--- config.mk ---
export PLATFORM = sky130hd
export DESIGN_NAME = lsu_ctrl
export DESIGN_NICKNAME = d
export VERILOG_FILES = /design/src/rtl/lsu_pkg.sv /design/src/rtl/lsu_byte_merge.sv /design/src/rtl/lsu_ctrl.sv
export SDC_FILE = /design/constraint.sdc
export NUM_CORES = 1
export LEC_CHECK = 0
export CORE_MARGIN = 2
export CORE_UTILIZATION = 50
export DETAILED_ROUTE_END_ITERATION = 10
export PLACE_DENSITY = 0.81
export SYNTH_ARGS = -nofsm -noshare
export SYNTH_HDL_FRONTEND = slang
export SYNTH_HIERARCHICAL = 1
export SYNTH_SLANG_ARGS = --single-unit
--- constraint.sdc ---
create_clock -name clk -period 2.74 [get_ports clk]
set_clock_uncertainty 0.2 [all_clocks]
set_input_delay 0.548 -clock clk [delete_from_list [all_inputs] [get_ports clk]]
set_output_delay 0.548 -clock clk [all_outputs]
set_load 0.01 [all_outputs]
--- src/rtl/lsu_pkg.sv ---
// Shared definitions for the load/store unit: FSM state encoding and
// byte-lane select constants for the 16-bit big-endian data memory.
package lsu_pkg;

  typedef enum logic [2:0] {
    IDLE = 3'd0,
    RD0  = 3'd1,
    WR0  = 3'd2,
    RD1  = 3'd3,
    WR1  = 3'd4,
    DONE = 3'd5
  } lsu_state_e;

  // Lane mask bits: bit 1 = high byte [15:8] (even address),
  // bit 0 = low byte [7:0] (odd address).
  localparam int         LANE_HI_BIT = 1;
  localparam int         LANE_LO_BIT = 0;
  localparam logic [1:0] LANE_NONE   = 2'b00;
  localparam logic [1:0] LANE_LO     = 2'b01;
  localparam logic [1:0] LANE_HI     = 2'b10;
  localparam logic [1:0] LANE_BOTH   = 2'b11;

  // Big-endian lane of a single byte given the byte-address LSB.
  function automatic logic [1:0] byte_lane(input logic addr_lsb);
    return addr_lsb ? LANE_LO : LANE_HI;
  endfunction

endpackage

--- src/rtl/lsu_byte_merge.sv ---
// Combinational byte merge for read-modify-write: lanes selected by the
// mask come from the new word, the rest keep the old word's bytes.
module lsu_byte_merge
  import lsu_pkg::*;
(
  input  logic [15:0] old_word_i,
  input  logic [15:0] new_word_i,
  input  logic [1:0]  lane_mask_i,
  output logic [15:0] merged_o
);

  // Per-lane select between old and new byte.
  always_comb begin
    merged_o[15:8] = lane_mask_i[LANE_HI_BIT] ? new_word_i[15:8] : old_word_i[15:8];
    merged_o[7:0]  = lane_mask_i[LANE_LO_BIT] ? new_word_i[7:0]  : old_word_i[7:0];
  end

endmodule

--- src/rtl/lsu_ctrl.sv ---
// Load/store controller for a 16-bit big-endian byte-addressed memory.
// Handles word/byte loads and stores, splitting unaligned word accesses
// into two memory words (second word address wraps). Byte and unaligned
// stores use read-modify-write through lsu_byte_merge.
// Optional build macro LSU_MISALIGN_TRAP_EN: unaligned word accesses do no
// memory cycles and complete immediately with rsp_err=1.
//
// Handshake: a request is accepted on a rising edge where req_valid and
// req_ready are both high; req_ready is high only in IDLE, and all request
// fields are latched at that edge. rsp_valid is a single-cycle pulse in DONE.
module lsu_ctrl
  import lsu_pkg::*;
#(
  parameter int ADDR_WIDTH = 16
) (
  input  logic                  clk,
  input  logic                  rst,
  input  logic                  req_valid,
  output logic                  req_ready,
  input  logic                  req_wr,
  input  logic                  req_byte,
  input  logic [ADDR_WIDTH-1:0] req_addr,
  input  logic [15:0]           req_wdata,
  output logic                  rsp_valid,
  output logic [15:0]           rsp_rdata,
  output logic                  rsp_err,
  output logic [ADDR_WIDTH-1:0] mem_addr,
  output logic                  mem_enable,
  output logic                  mem_wr,
  output logic [15:0]           mem_wdata,
  input  logic [15:0]           mem_rdata,
  output logic [2:0]            dbg_state_o
);

  lsu_state_e            state_q, state_d;
  logic                  wr_q, byte_q, unal_q;
  logic [ADDR_WIDTH-1:0] addr_q;
  logic [15:0]           wdata_q, word_q, result_q;
  logic                  accept, req_unal;
  logic [ADDR_WIDTH-2:0] word_idx_nxt;
  logic [ADDR_WIDTH-1:0] word_a, word_b;
  logic [15:0]           merge_new, merged_word;
  logic [1:0]            merge_mask;

  assign req_ready    = (state_q == IDLE);
  assign accept       = req_valid & req_ready;
  assign req_unal     = ~req_byte & req_addr[0];
  assign word_idx_nxt = addr_q[ADDR_WIDTH-1:1] + {{(ADDR_WIDTH-2){1'b0}}, 1'b1};
  assign word_a       = {addr_q[ADDR_WIDTH-1:1], 1'b0};
  assign word_b       = {word_idx_nxt, 1'b0};
  assign rsp_valid    = (state_q == DONE);
  assign rsp_rdata    = rsp_valid ? result_q : 16'h0000;
  assign mem_wdata    = mem_wr ? merged_word : 16'h0000;
  assign dbg_state_o  = state_q;

`ifdef LSU_MISALIGN_TRAP_EN
  logic err_q;
  assign rsp_err = rsp_valid & err_q;

  // Remember whether the accepted request was an unaligned word access.
  always_ff @(posedge clk) begin
    if (rst)         err_q <= 1'b0;
    else if (accept) err_q <= req_unal;
  end
`else
  assign rsp_err = 1'b0;
`endif

  // State register.
  always_ff @(posedge clk) begin
    if (rst) state_q <= IDLE;
    else     state_q <= state_d;
  end

  // Latch request fields at acceptance and capture read data in RD states.
  always_ff @(posedge clk) begin
    if (rst) begin
      wr_q     <= 1'b0;
      byte_q   <= 1'b0;
      unal_q   <= 1'b0;
      addr_q   <= '0;
      wdata_q  <= 16'h0000;
      word_q   <= 16'h0000;
      result_q <= 16'h0000;
    end else begin
      if (accept) begin
        wr_q     <= req_wr;
        byte_q   <= req_byte;
        unal_q   <= req_unal;
        addr_q   <= req_addr;
        wdata_q  <= req_wdata;
        result_q <= 16'h0000;
      end
      if (state_q == RD0) begin
        word_q <= mem_rdata;
        if (!wr_q) begin
          if (byte_q)      result_q <= {8'h00, addr_q[0] ? mem_rdata[7:0] : mem_rdata[15:8]};
          else if (unal_q) result_q <= {mem_rdata[7:0], 8'h00};
          else             result_q <= mem_rdata;
        end
      end
      if (state_q == RD1) begin
        word_q <= mem_rdata;
        if (!wr_q) result_q[7:0] <= mem_rdata[15:8];
      end
    end
  end

  // Next-state and memory-port control.
  always_comb begin
    state_d    = state_q;
    mem_enable = 1'b0;
    mem_wr     = 1'b0;
    mem_addr   = '0;
    merge_new  = 16'h0000;
    merge_mask = LANE_NONE;
    case (state_q)
      IDLE: begin
        if (req_valid) begin
          if (req_wr && !req_byte && !req_addr[0]) state_d = WR0;
          else                                    state_d = RD0;
`ifdef LSU_MISALIGN_TRAP_EN
          if (req_unal) state_d = DONE;
`endif
        end
      end
      RD0: begin
        mem_enable = 1'b1;
        mem_addr   = word_a;
        if (wr_q)        state_d = WR0;
        else if (unal_q) state_d = RD1;
        else             state_d = DONE;
      end
      WR0: begin
        mem_enable = 1'b1;
        mem_wr     = 1'b1;
        mem_addr   = word_a;
        if (byte_q) begin
          merge_new  = {wdata_q[7:0], wdata_q[7:0]};
          merge_mask = byte_lane(addr_q[0]);
        end else if (unal_q) begin
          merge_new  = {wdata_q[15:8], wdata_q[15:8]};
          merge_mask = LANE_LO;
        end else begin
          merge_new  = wdata_q;
          merge_mask = LANE_BOTH;
        end
        state_d = unal_q ? RD1 : DONE;
      end
      RD1: begin
        mem_enable = 1'b1;
        mem_addr   = word_b;
        state_d    = wr_q ? WR1 : DONE;
      end
      WR1: begin
        mem_enable = 1'b1;
        mem_wr     = 1'b1;
        mem_addr   = word_b;
        merge_new  = {wdata_q[7:0], wdata_q[7:0]};
        merge_mask = LANE_HI;
        state_d    = DONE;
      end
      DONE:    state_d = IDLE;
      default: state_d = IDLE;
    endcase
  end

  lsu_byte_merge u_merge (
    .old_word_i  (word_q),
    .new_word_i  (merge_new),
    .lane_mask_i (merge_mask),
    .merged_o    (merged_word)
  );

endmodule

==> metrics <==
Mapped Cells roughly 560; Final Setup Violations 16; Yosys warnings 6; post-synthesis simple-gate area fraction between 20% and 30%; multiplexer share of the synthesized area under 10%; First-pass DRT Iterations 7; number of cells on the critical path 11; crit path DAT between 2000 and 2500 ps; cts hold-fix bufs 0; xor and xnor fraction of the mapped netlist area between 4 and 5%; Total Wirelength approximately 16,000 um; Reg2Reg Capture Point result_q[4]; peak supply drop between 0.3 and 0.4 mV; critical path cell sequence buf_6, buf_6, nand2_4, nand3_2, a21oi_2, buf_6, buf_6, buf_6, mux2_4, and2_4, buf_6; worst hold path type reg2reg; Worst R2R Setup Slack 240 ps; Bufs and invs on worst path 6; Synth Flop Type dfxtp_1; register area share after synthesis between 30% and 40%; CTS root buffer clkbuf_8; Top Ports approximately 110; number of synthesized flops with an enable pin 0; max-cap violation count 0; most frequent cell on the critical path buf_6; placed inst area around 0.0057 mm^2; leakage power between 0.002 and 0.003 uW; Final #Nets around 770; Die W 96.9 um; I/O Buffers 106; grt met3 use around 7.2%; Initial Utilization 52.0%; global-route wire length before repair 23,000 um; Fmax achieved roughly 350 MHz; Slew @ Worst Pin 662 ps; Setup crit start byte_q; worst hold margin around 270 ps; Placeable Area 0.00830 mm^2; grt total ovfl 0; Fill cells ~500; TritonCTS Sinks 70; Die Height between 90 and 100 um; routed wire length per instance between 15 and 20 um; outcome finished, violations left; Pwr Density 688 mW/mm^2; Synth Cell Area 0.00432 mm^2; final slew viol count 0; Internal about 2700 uW; met1 Use GR about a third; adder-cell share of the synthesized area less than 1%; # rows 33; switching share of total power ~40%; DR iter-0 viols 413; Comb pwr share 48.1%; number of antenna violations at the first check in global routing 0; Critical Path End mem_wdata[14]; Post-synth ARST share 0%; via count between 5,000 and 6,000; min cycle time layout ~2900 ps; DP Wirelength between 9000 and 10,000 um; Worst-Skew Late Latency approximately 360 ps; Clock Path Buffers 2; Reg2Reg Depth 9; Final Hold Fails 0; Avg Vias per Cell approximately 6.1; Synth-to-Final Area Change 53.2%; Routed Antenna Nets 0; vias in the first global route between 4,000 and 5,000; CTS H-tree lvls 3; Die ar. around 0.0094 mm^2; R2R Path Start dbg_state_o[2]; post-synthesis compound-gate area fraction 20.2%; GRT Total Usage between 20 and 30%; Slew headroom between 50 and 60%; setup TNS -848 ps; net load switching power between 1500 and 2000 uW; Synth Register Bits 70; cts bufs inserted 9; Startpoint Class flip-flop; DR DRC count 0; Final Cycle Share 104%; share of layout cells above drive strength 1 34.2%; Yosys top cell by area dfxtp_1; Flop pwr share about 30%; critical path type reg2out; Yosys cell types 60; Synth top area share between 30% and 40%; Setup WS post-layout -117 ps; Mapped Avg Cell Area about 7.8 um^2; GRT Max-Usage Layer met2; Clk pwr share 21.6%; CTS tree built; Critical Path End Type primary output; CP max FO 5; fin area 0.00662 mm^2; Worst EP required 1990 ps; CP top delay family buffers and inverters; met2 global-route usage a little over half; RSZ-0062 raised after global routing true; CP max stage cell dfxtp_2; clock-pin slew on the worst setup and hold paths around 80 ps; failing checks negative setup slack; Area contributors post-synth dfxtp_1, nand2_1, a21oi_1; Slowest Stage Delay on Critical Path approximately 330 ps; largest net degree at the start of global routing 54; Placer Congestion ~0.87; main combinational cell family by area after synthesis simple AND/OR/NAND/NOR gates
[worst min-delay path by stage]
stage               cells after the start        end       from  slack [ps]
finish                                  2  word_q[2]  word_q[2]         270
global route                            2  word_q[9]  word_q[9]         290
CTS                                     2  word_q[3]  word_q[3]         260
detailed placement                      2  word_q[3]  word_q[3]         250
global placement                        2  word_q[0]  word_q[0]         250
floorplan                               2  word_q[0]  word_q[0]         240
[stage by stage]
step                      std cells  utilization [%]  total power (uW)  setup WS (ps)
final                           826             79.7              4550           -117
after global routing            825             79.7              4740           -174
after detailed placement        772             68.4              3150           -133
after CTS                       808             75.0              4250           -157
after floorplan                 556                -              2460            174
after global placement          772             68.4              3090          -54.5
[final cells by class]
cell class	instances	area, um^2	area share [%]
Multi-Input combinational cell	431	2950	44.6
Timing Repair Buffer	199	1860	28.1
Sequential cell	70	1430	21.6
Clock buffer	10	138	2.08
Tap cell	105	131	1.99
Clock inverter	6	92.6	1.40
Inverter	4	17.5	0.265
Antenna cell	1	2.50	0.0378
[tightest hold or removal path, stage by stage, from the launching register on]
cell	delay, ps
dfxtp_1	320
nand2_1	50
a21oi_1	60
[sequential cells by signal (all words and copies together) (netlist names)]
name / flops
dbg_state_o: 3
byte_q: 1
unal_q: 1
wdata_q: 16
word_q: 16
addr_q: 16
wr_q: 1
result_q: 16
[layer usage]
layer,up-vias,part of all wire (%),routed length (um)
li1,2247,-,-
met1,2406,36,5860
met2,314,51,8320
met3,85,7.9,1290
met4,0,4.9,801
met5,-,0,0
[power by group through the flow]
stage	sequential, uW	clock, uW	combinational, uW
after floorplan	1300	0	1150
after global placement	1340	0	1750
after detailed placement	1350	0	1800
after CTS	1350	987	1920
after global routing	1390	1030	2320
final	1380	985	2190
[timing repair]
item | 4_1_cts | 5_1_grt
setup endpoints to repair | 35 | 34
setup buffers | 20 | 18
cloned | 0 | 1
endpoints found under the hold margin | 0 | 0
pin swaps | 11 | 31
gates resized for setup | 165 | 80
[cell usage after synthesis (all sizes together) (4+ instances only)]
| cell type | number |
|---|---|
| inv | 4 |
| buf | 34 |
| nand3 | 10 |
| and3 | 21 |
| nor3 | 13 |
| o21ai | 8 |
| xor2 | 13 |
| xnor2 | 7 |
| nand2 | 126 |
| dfxtp | 70 |
| a21oi | 61 |
| a22oi | 25 |
| nor2b | 7 |
| mux2 | 22 |
| nor4 | 5 |
| a22o | 16 |
| o22ai | 5 |
| clkbuf | 17 |
| o211ai | 4 |
| nor2 | 40 |
| and2 | 19 |
[cell usage in the layout, fill, tap and decap left out, types with 3 or more instances in the layout]
cell type	n
a222oi_1	3
xnor2_1	6
a21oi_1	56
buf_6	39
nor2_1	35
o21ai_0	4
nor3_2	6
and2_1	6
mux2_2	6
and3_1	19
o22ai_1	4
mux2_4	16
nor3_1	3
a22oi_1	19
nor4_4	4
dlygate4sd2_1	5
buf_4	63
nor2b_1	4
clkdlybuf4s50_1	72
nand2_1	118
a22o_1	15
and2_4	13
nor3_4	4
o211ai_1	4
nand2_4	4
a21oi_2	5
nor2_4	4
o21ai_1	3
buf_12	4
dfxtp_1	56
xor2_1	12
dfxtp_4	3
nand2_2	3
buf_2	12
dfxtp_2	11
clkbuf_8	10
a22oi_2	6
nand3_1	7
[cells by family (layout without fill, tap and decap cells)]
family	Yosys count	in the layout
AO/OA/AOI/OAI	132	132
XOR/XNOR	20	20
adder cells (fa/ha/maj)	1	1
buffers and inverters	55	219
flip-flops	70	70
multiplexers	22	22
other	1	3
AND/OR/NAND/NOR	254	254
Power figures use the tool's default switching activity.
